--- src/rtl/perf_event_counter.sv ---
// Machine-mode performance counters: mcycle, minstret and N_HPM event counters behind a CSR
// request/ack port. Define PERF_OVF_IRQ_EN to add sticky overflow bits (mhpmovf) and ovf_irq_o.
// events_i bit order: load, store, unaligned, arithmetic, trap, interrupt, cond_br, uncond_br, br.
module perf_event_counter #(
  parameter int unsigned N_HPM = 4,
  parameter int unsigned CNT_W = 64
) (
  input  logic        clk_i,
  input  logic        rst_ni,
  input  logic [8:0]  events_i,
  input  logic        retire_i,
  input  logic        csr_req_i,
  input  logic        csr_we_i,
  input  logic [11:0] csr_addr_i,
  input  logic [31:0] csr_wdata_i,
  output logic        csr_ack_o,
  output logic [31:0] csr_rdata_o,
  output logic        csr_err_o,
  output logic        ovf_irq_o
);

  // Counter slots are indexed by CSR offset: 0 cycle, 1 unused, 2 instret, 3+i hpm i.
  localparam int unsigned NC = N_HPM + 3;
  localparam logic [31:0] ImplMask = 32'(((64'd1 << NC) - 64'd1) & ~64'd2);

  logic [CNT_W-1:0] cnt_q [NC];
  logic [CNT_W-1:0] cnt_d [NC];
  logic [3:0]       sel_q [N_HPM];
  logic [3:0]       sel_d [N_HPM];
  logic [31:0]      inh_q, inh_d;
  logic             retire_q;
  logic [N_HPM-1:0] hit_q, hit_d;
  logic             ack_q, err_q;
  logic [31:0]      rdata_q;

  logic [4:0]    idx;
  logic          cnt_ok, is_lo, is_hi, is_evt, is_inh, is_ovf, legal, wr;
  logic [31:0]   rd_data;
  logic [NC-1:0] inc_v, wr_lo, wr_hi;
  logic [15:0]   ev_ext;

`ifdef PERF_OVF_IRQ_EN
  logic [31:0] ovf_q, ovf_d;
  logic        irq_q;
`endif

  always_comb begin
    idx    = csr_addr_i[4:0];
    cnt_ok = 1'b0;
    for (int j = 0; j < NC; j++) begin
      if (idx == 5'(j) && j != 1) cnt_ok = 1'b1;
    end
    is_lo  = (csr_addr_i[11:5] == 7'h58) && cnt_ok;
    is_hi  = (csr_addr_i[11:5] == 7'h5C) && cnt_ok;
    is_evt = (csr_addr_i[11:5] == 7'h19) && (idx >= 5'd3) && cnt_ok;
    is_inh = (csr_addr_i == 12'h320);
`ifdef PERF_OVF_IRQ_EN
    is_ovf = (csr_addr_i == 12'h7C0);
`else
    is_ovf = 1'b0;
`endif
    legal = is_lo || is_hi || is_evt || is_inh || is_ovf;
    wr    = csr_req_i && csr_we_i && legal;

    rd_data = '0;
    for (int j = 0; j < NC; j++) begin
      if (idx == 5'(j)) begin
        if (is_lo) rd_data = cnt_q[j][31:0];
        if (is_hi) rd_data = 32'(cnt_q[j][CNT_W-1:32]);
      end
    end
    for (int i = 0; i < N_HPM; i++) begin
      if (is_evt && idx == 5'(3 + i)) rd_data = {28'd0, sel_q[i]};
    end
    if (is_inh) rd_data = inh_q;
`ifdef PERF_OVF_IRQ_EN
    if (is_ovf) rd_data = ovf_q;
`endif
  end

  // Selection happens at the sampling stage, so a selector write only affects later samples.
  assign ev_ext = {6'd0, events_i, 1'b0};

  always_comb begin
    for (int i = 0; i < N_HPM; i++) begin
      hit_d[i] = ev_ext[sel_q[i]];
      sel_d[i] = (wr && is_evt && idx == 5'(3 + i)) ? csr_wdata_i[3:0] : sel_q[i];
    end
    inh_d = (wr && is_inh) ? (csr_wdata_i & ImplMask) : inh_q;
  end

  always_comb begin
    inc_v    = '0;
    inc_v[0] = 1'b1;
    inc_v[2] = retire_q;
    for (int i = 0; i < N_HPM; i++) inc_v[3 + i] = hit_q[i];
    inc_v = inc_v & ~inh_q[NC-1:0];
    for (int j = 0; j < NC; j++) begin
      wr_lo[j] = wr && is_lo && (idx == 5'(j));
      wr_hi[j] = wr && is_hi && (idx == 5'(j));
      cnt_d[j] = cnt_q[j] + CNT_W'(inc_v[j]);
      // A CSR write replaces one half and drops this cycle's increment entirely.
      if (wr_lo[j]) begin
        cnt_d[j]       = cnt_q[j];
        cnt_d[j][31:0] = csr_wdata_i;
      end
      if (wr_hi[j]) begin
        cnt_d[j]             = cnt_q[j];
        cnt_d[j][CNT_W-1:32] = csr_wdata_i[CNT_W-33:0];
      end
    end
  end

  always_ff @(posedge clk_i or negedge rst_ni) begin
    if (!rst_ni) begin
      for (int j = 0; j < NC; j++) cnt_q[j] <= '0;
      for (int i = 0; i < N_HPM; i++) sel_q[i] <= '0;
      inh_q    <= '0;
      retire_q <= 1'b0;
      hit_q    <= '0;
      ack_q    <= 1'b0;
      err_q    <= 1'b0;
      rdata_q  <= '0;
    end else begin
      for (int j = 0; j < NC; j++) cnt_q[j] <= cnt_d[j];
      for (int i = 0; i < N_HPM; i++) sel_q[i] <= sel_d[i];
      inh_q    <= inh_d;
      retire_q <= retire_i;
      hit_q    <= hit_d;
      ack_q    <= csr_req_i;
      err_q    <= csr_req_i && !legal;
      rdata_q  <= (csr_req_i && legal) ? rd_data : 32'd0;
    end
  end

`ifdef PERF_OVF_IRQ_EN
  always_comb begin
    ovf_d = ovf_q;
    if (wr && is_ovf) ovf_d = ovf_q & ~csr_wdata_i;
    for (int j = 0; j < NC; j++) begin
      if (inc_v[j] && (&cnt_q[j]) && !wr_lo[j] && !wr_hi[j]) ovf_d[j] = 1'b1;
    end
  end

  always_ff @(posedge clk_i or negedge rst_ni) begin
    if (!rst_ni) begin
      ovf_q <= '0;
      irq_q <= 1'b0;
    end else begin
      ovf_q <= ovf_d;
      irq_q <= |ovf_d;
    end
  end

  assign ovf_irq_o = irq_q;
`else
  assign ovf_irq_o = 1'b0;
`endif

  assign csr_ack_o   = ack_q;
  assign csr_err_o   = err_q;
  assign csr_rdata_o = rdata_q;

endmodule

--- config.mk ---
export PLATFORM = sky130hd
export DESIGN_NAME = perf_event_counter
export DESIGN_NICKNAME = d
export VERILOG_FILES = /design/src/rtl/perf_event_counter.sv
export SDC_FILE = /design/constraint.sdc
export NUM_CORES = 2
export LEC_CHECK = 0
export CAP_MARGIN = 15
export CORE_MARGIN = 3
export CORE_UTILIZATION = 50
export DETAILED_ROUTE_END_ITERATION = 7
export DONT_BUFFER_PORTS = 1
export HOLD_SLACK_MARGIN = 0.12
export MAX_ROUTING_LAYER = met4
export REMOVE_ABC_BUFFERS = 1
export SYNTH_ARGS = -nofsm -noshare
export SYNTH_HDL_FRONTEND = slang
export SYNTH_SLANG_ARGS = --single-unit
--- constraint.sdc ---
create_clock -name clk_i -period 3.31 [get_ports clk_i]
set_clock_uncertainty 0.05 [all_clocks]
set_input_delay 0.662 -clock clk_i [delete_from_list [all_inputs] [get_ports clk_i]]
set_output_delay 0.662 -clock clk_i [all_outputs]
set_load 0.01 [all_outputs]
==> impl_metrics.env <==
export IMPL_outcome="complete, but fails checks"
export IMPL_violations="negative hold slack, max-slew violations"
export IMPL_finalWirelength_um=141000
export IMPL_core_um2=62300
export IMPL_final_setup_viol_count=0
export IMPL_cts_buffers_inserted=59
export IMPL_relSlewSlack_pct=-13.7
export IMPL_track_usage_pct=42.7
export IMPL_async_reset_ff_share_pct=100
export IMPL_grt_max_degree=510
export IMPL_first_iter_violations=4340
export IMPL_antenna_found_initial=13
export IMPL_clkTransAtPathRegs_ps=60
export IMPL_slowest_stage="or4b_1"
export IMPL_hold_class="in2async"
export IMPL_layout_nets=3797
export IMPL_synth_edf_count=0
export IMPL_start_util_pct=51.0
export IMPL_tritoncts="yes"
export IMPL_powerDensity_nw_per_um2=399
export IMPL_grt_pass1_wl_um=205000
export IMPL_hpwl_um=90700
export IMPL_cts_num_sinks=509
export IMPL_die_w_um=258
export IMPL_internal_power_uw=10800
export IMPL_yosysUniqueCellTypes=93
export IMPL_comb_power_share_pct=5.5
export IMPL_gp_congestion=1.01
export IMPL_hold_ws_ps=-340
export IMPL_ys_seq_area_share_pct=40.1
export IMPL_synth_area_leader_cell="dfrtp_1"
export IMPL_ff_latch_area_um2=12700
export IMPL_cp_arrival_ps=3590
export IMPL_fin_crit_ps=3100
export IMPL_wl_per_cell_um=30.5
export IMPL_swShare_pct=24.5
export IMPL_io_buffer_count=0
export IMPL_hold_violations=366
export IMPL_cts_hold_buf=37
export IMPL_gr_total_overflow=0
export IMPL_dieArea_um2=66600
export IMPL_clkPwrFrac_pct=48.5
export IMPL_synthCells=3781
export IMPL_drive_gt1_share_pct=10.8
export IMPL_timing_final_ws_setup_ps=207
export IMPL_vdd_drop_max_mv=0.396
export IMPL_ys_flop_type="dfrtp_1"
export IMPL_synth_top_area_share_pct=40.1
export IMPL_p_total_uw=14300
export IMPL_viasPerCell=6.97
export IMPL_synth_cell_area_um2=31800
export IMPL_area_growth_pct=12.6
export IMPL_ant_nets=0
export IMPL_grt_pass1_vias=29850
export IMPL_ys_ff_latch=509
export IMPL_cpPeakStageDelay_ps=630
export IMPL_path_class="reg2reg"
export IMPL_syn_area_per_cell_um2=8.40
export IMPL_fmax_mhz=322
export IMPL_critPathMaxFanout=5
export IMPL_synth_warning_count=0
export IMPL_vias=32288
export IMPL_critPathTopFamily="simple AND/OR/NAND/NOR gates"
export IMPL_pre_cts_ws_ps=28.5
export IMPL_crit_chain="inv_1 > ha_1 > nand4_1 > nor2_1 > and4_1 > or4b_1 > o311ai_0 > o31ai_1 > a221o_1"
export IMPL_maxCapViolCount=0
export IMPL_rsz0062_at_grt="no"
export IMPL_worstSkewPairLatency_ps=650
export IMPL_critPathCaptureType="register"
export IMPL_synthTopCellsByArea="dfrtp_1 (40%), a21oi_1 (6.3%), nand2_1 (5.3%), o21ai_0 (5.1%), mux2i_1 (4.6%)"
export IMPL_final_cell_mix="dfrtp_1 (509), nand2_1 (437), a21oi_1 (402)"
export IMPL_drt_drc_violations_left=0
export IMPL_n_fill_cell=5670
export IMPL_layout_worst_path_cycle_share_pct=93.7
export IMPL_final_common_cell="dfrtp_1"
export IMPL_seqPwrFrac_pct=46.0
export IMPL_cts_root_buffer="clkbuf_16"
export IMPL_p_leak_uw=0.0147
export IMPL_worstMarginPinSlew_ps=1710
export IMPL_clockBufferDepth=3
export IMPL_die_h_um=258
export IMPL_slew_viol_final=143
export IMPL_finalSetupTns_ps=0
export IMPL_io_pins=93
export IMPL_rows=91
export IMPL_cts_max_level=2
export IMPL_required_ps=3790
export IMPL_first_pass_iters=8
export IMPL_startpoint_type="register"
export IMPL_switchingPower_uw=3500
export IMPL_multi_input_area_um2=17600
export IMPL_path_buf_inv=1
synth_stat cells, types with 34 or more instances:
library cell  number
dfrtp_1          509
nand3_1          174
o22ai_1          115
inv_1             49
a221o_1           34
a22oi_1           43
nand4_1          100
mux2i_1          147
a21oi_1          402
xor2_1            54
and4_1            34
nand2_1          445
clkbuf_1         282
nor2_1           274
nor3_1            91
a31oi_1           59
o21ai_0          326
and3_1            88
buf_2             39
flip-flops by register name (all words and copies together), names as in the netlist, named ones only:
name	count
cnt_q	416
csr_ack_o	1
csr_err_o	1
csr_rdata_o	32
hit_q	4
inh_q	6
retire_q	1
sel_q	16
worst reg2reg max path, delay by kind of cell (launching register included):
family / cells / cell delay (ps)
adders and majority gates: 1 / 240
and+or+nand+nor: 4 / 1300
DFF: 1 / 420
AOI/OAI and AO/OA: 3 / 840
buffers and inverters: 1 / 160
what timing repair did:
action,in CTS,in global routing
setup buffers,0,0
endpoints found under the hold margin,667,509
gates resized for setup,0,1
setup endpoints to repair,0,1
routing by layer:
layer	track usage, %	part of all wire [%]	vias to the layer above
li1	-	-	13954
met3	13.1	13	460
met2	60.9	43	2043
met5	-	0	-
met1	54.2	38	15831
met4	23.1	6.4	0
per-stage QoR:
| step | cell area, um2 | util [%] | instances |
|---|---|---|---|
| after floorplan | 30400 | - | 3438 |
| after global placement | 33300 | 53.5 | 4466 |
| after detailed placement | 33300 | 53.5 | 4466 |
| after CTS | 35700 | 57.3 | 4606 |
| after global routing | 35700 | 57.3 | 4615 |
| final | 35800 | 57.4 | 4633 |
power groups by stage:
| stage | Combinational (uW) | Clock, uW | Sequential, uW |
|---|---|---|---|
| 2_1_floorplan | 435 | 0 | 6600 |
| 3_3_place_gp | 615 | 0 | 6650 |
| 3_5_place_dp | 626 | 0 | 6660 |
| 4_1_cts | 769 | 6960 | 6550 |
| 5_1_grt | 845 | 7220 | 6580 |
| 6_report | 791 | 6920 | 6550 |
final timing paths:
check / start / endpoint / slack, ps / cells past startpoint
max in group asynchronous: rst_ni / cnt_q[200] / 2170 / 0
min in group clk_i: csr_wdata_i[15] / cnt_q[399] / 120 / 2
min: rst_ni / async pin / -340 / 0
min reg2reg: register / register / 320 / 0
max: inh_q[0] / cnt_q[447] / 210 / 9
max reg2reg: inh_q[0] / cnt_q[447] / 210 / 9
area by class of cell:
cell class,count,area share [%]
clock inverters,14,0.665
inverters,49,0.514
clock buffers,89,4.90
flip-flops and latches,509,35.6
multi-input cells,2880,49.2
repair buffers,228,5.96
diodes,27,0.189
well taps,837,2.93
cell families after synthesis:
family,count (synthesis),share of synthesized area (%)
simple gates,1369,21.2
mux,208,7.86
flops,509,40.1
buf+inv,392,4.85
xor+xnor,78,2.17
fa+ha+maj,12,0.473
other cells,1,0.0118
compound gates,1212,23.3
No activity file was read; power rests on OpenSTA's default activity.
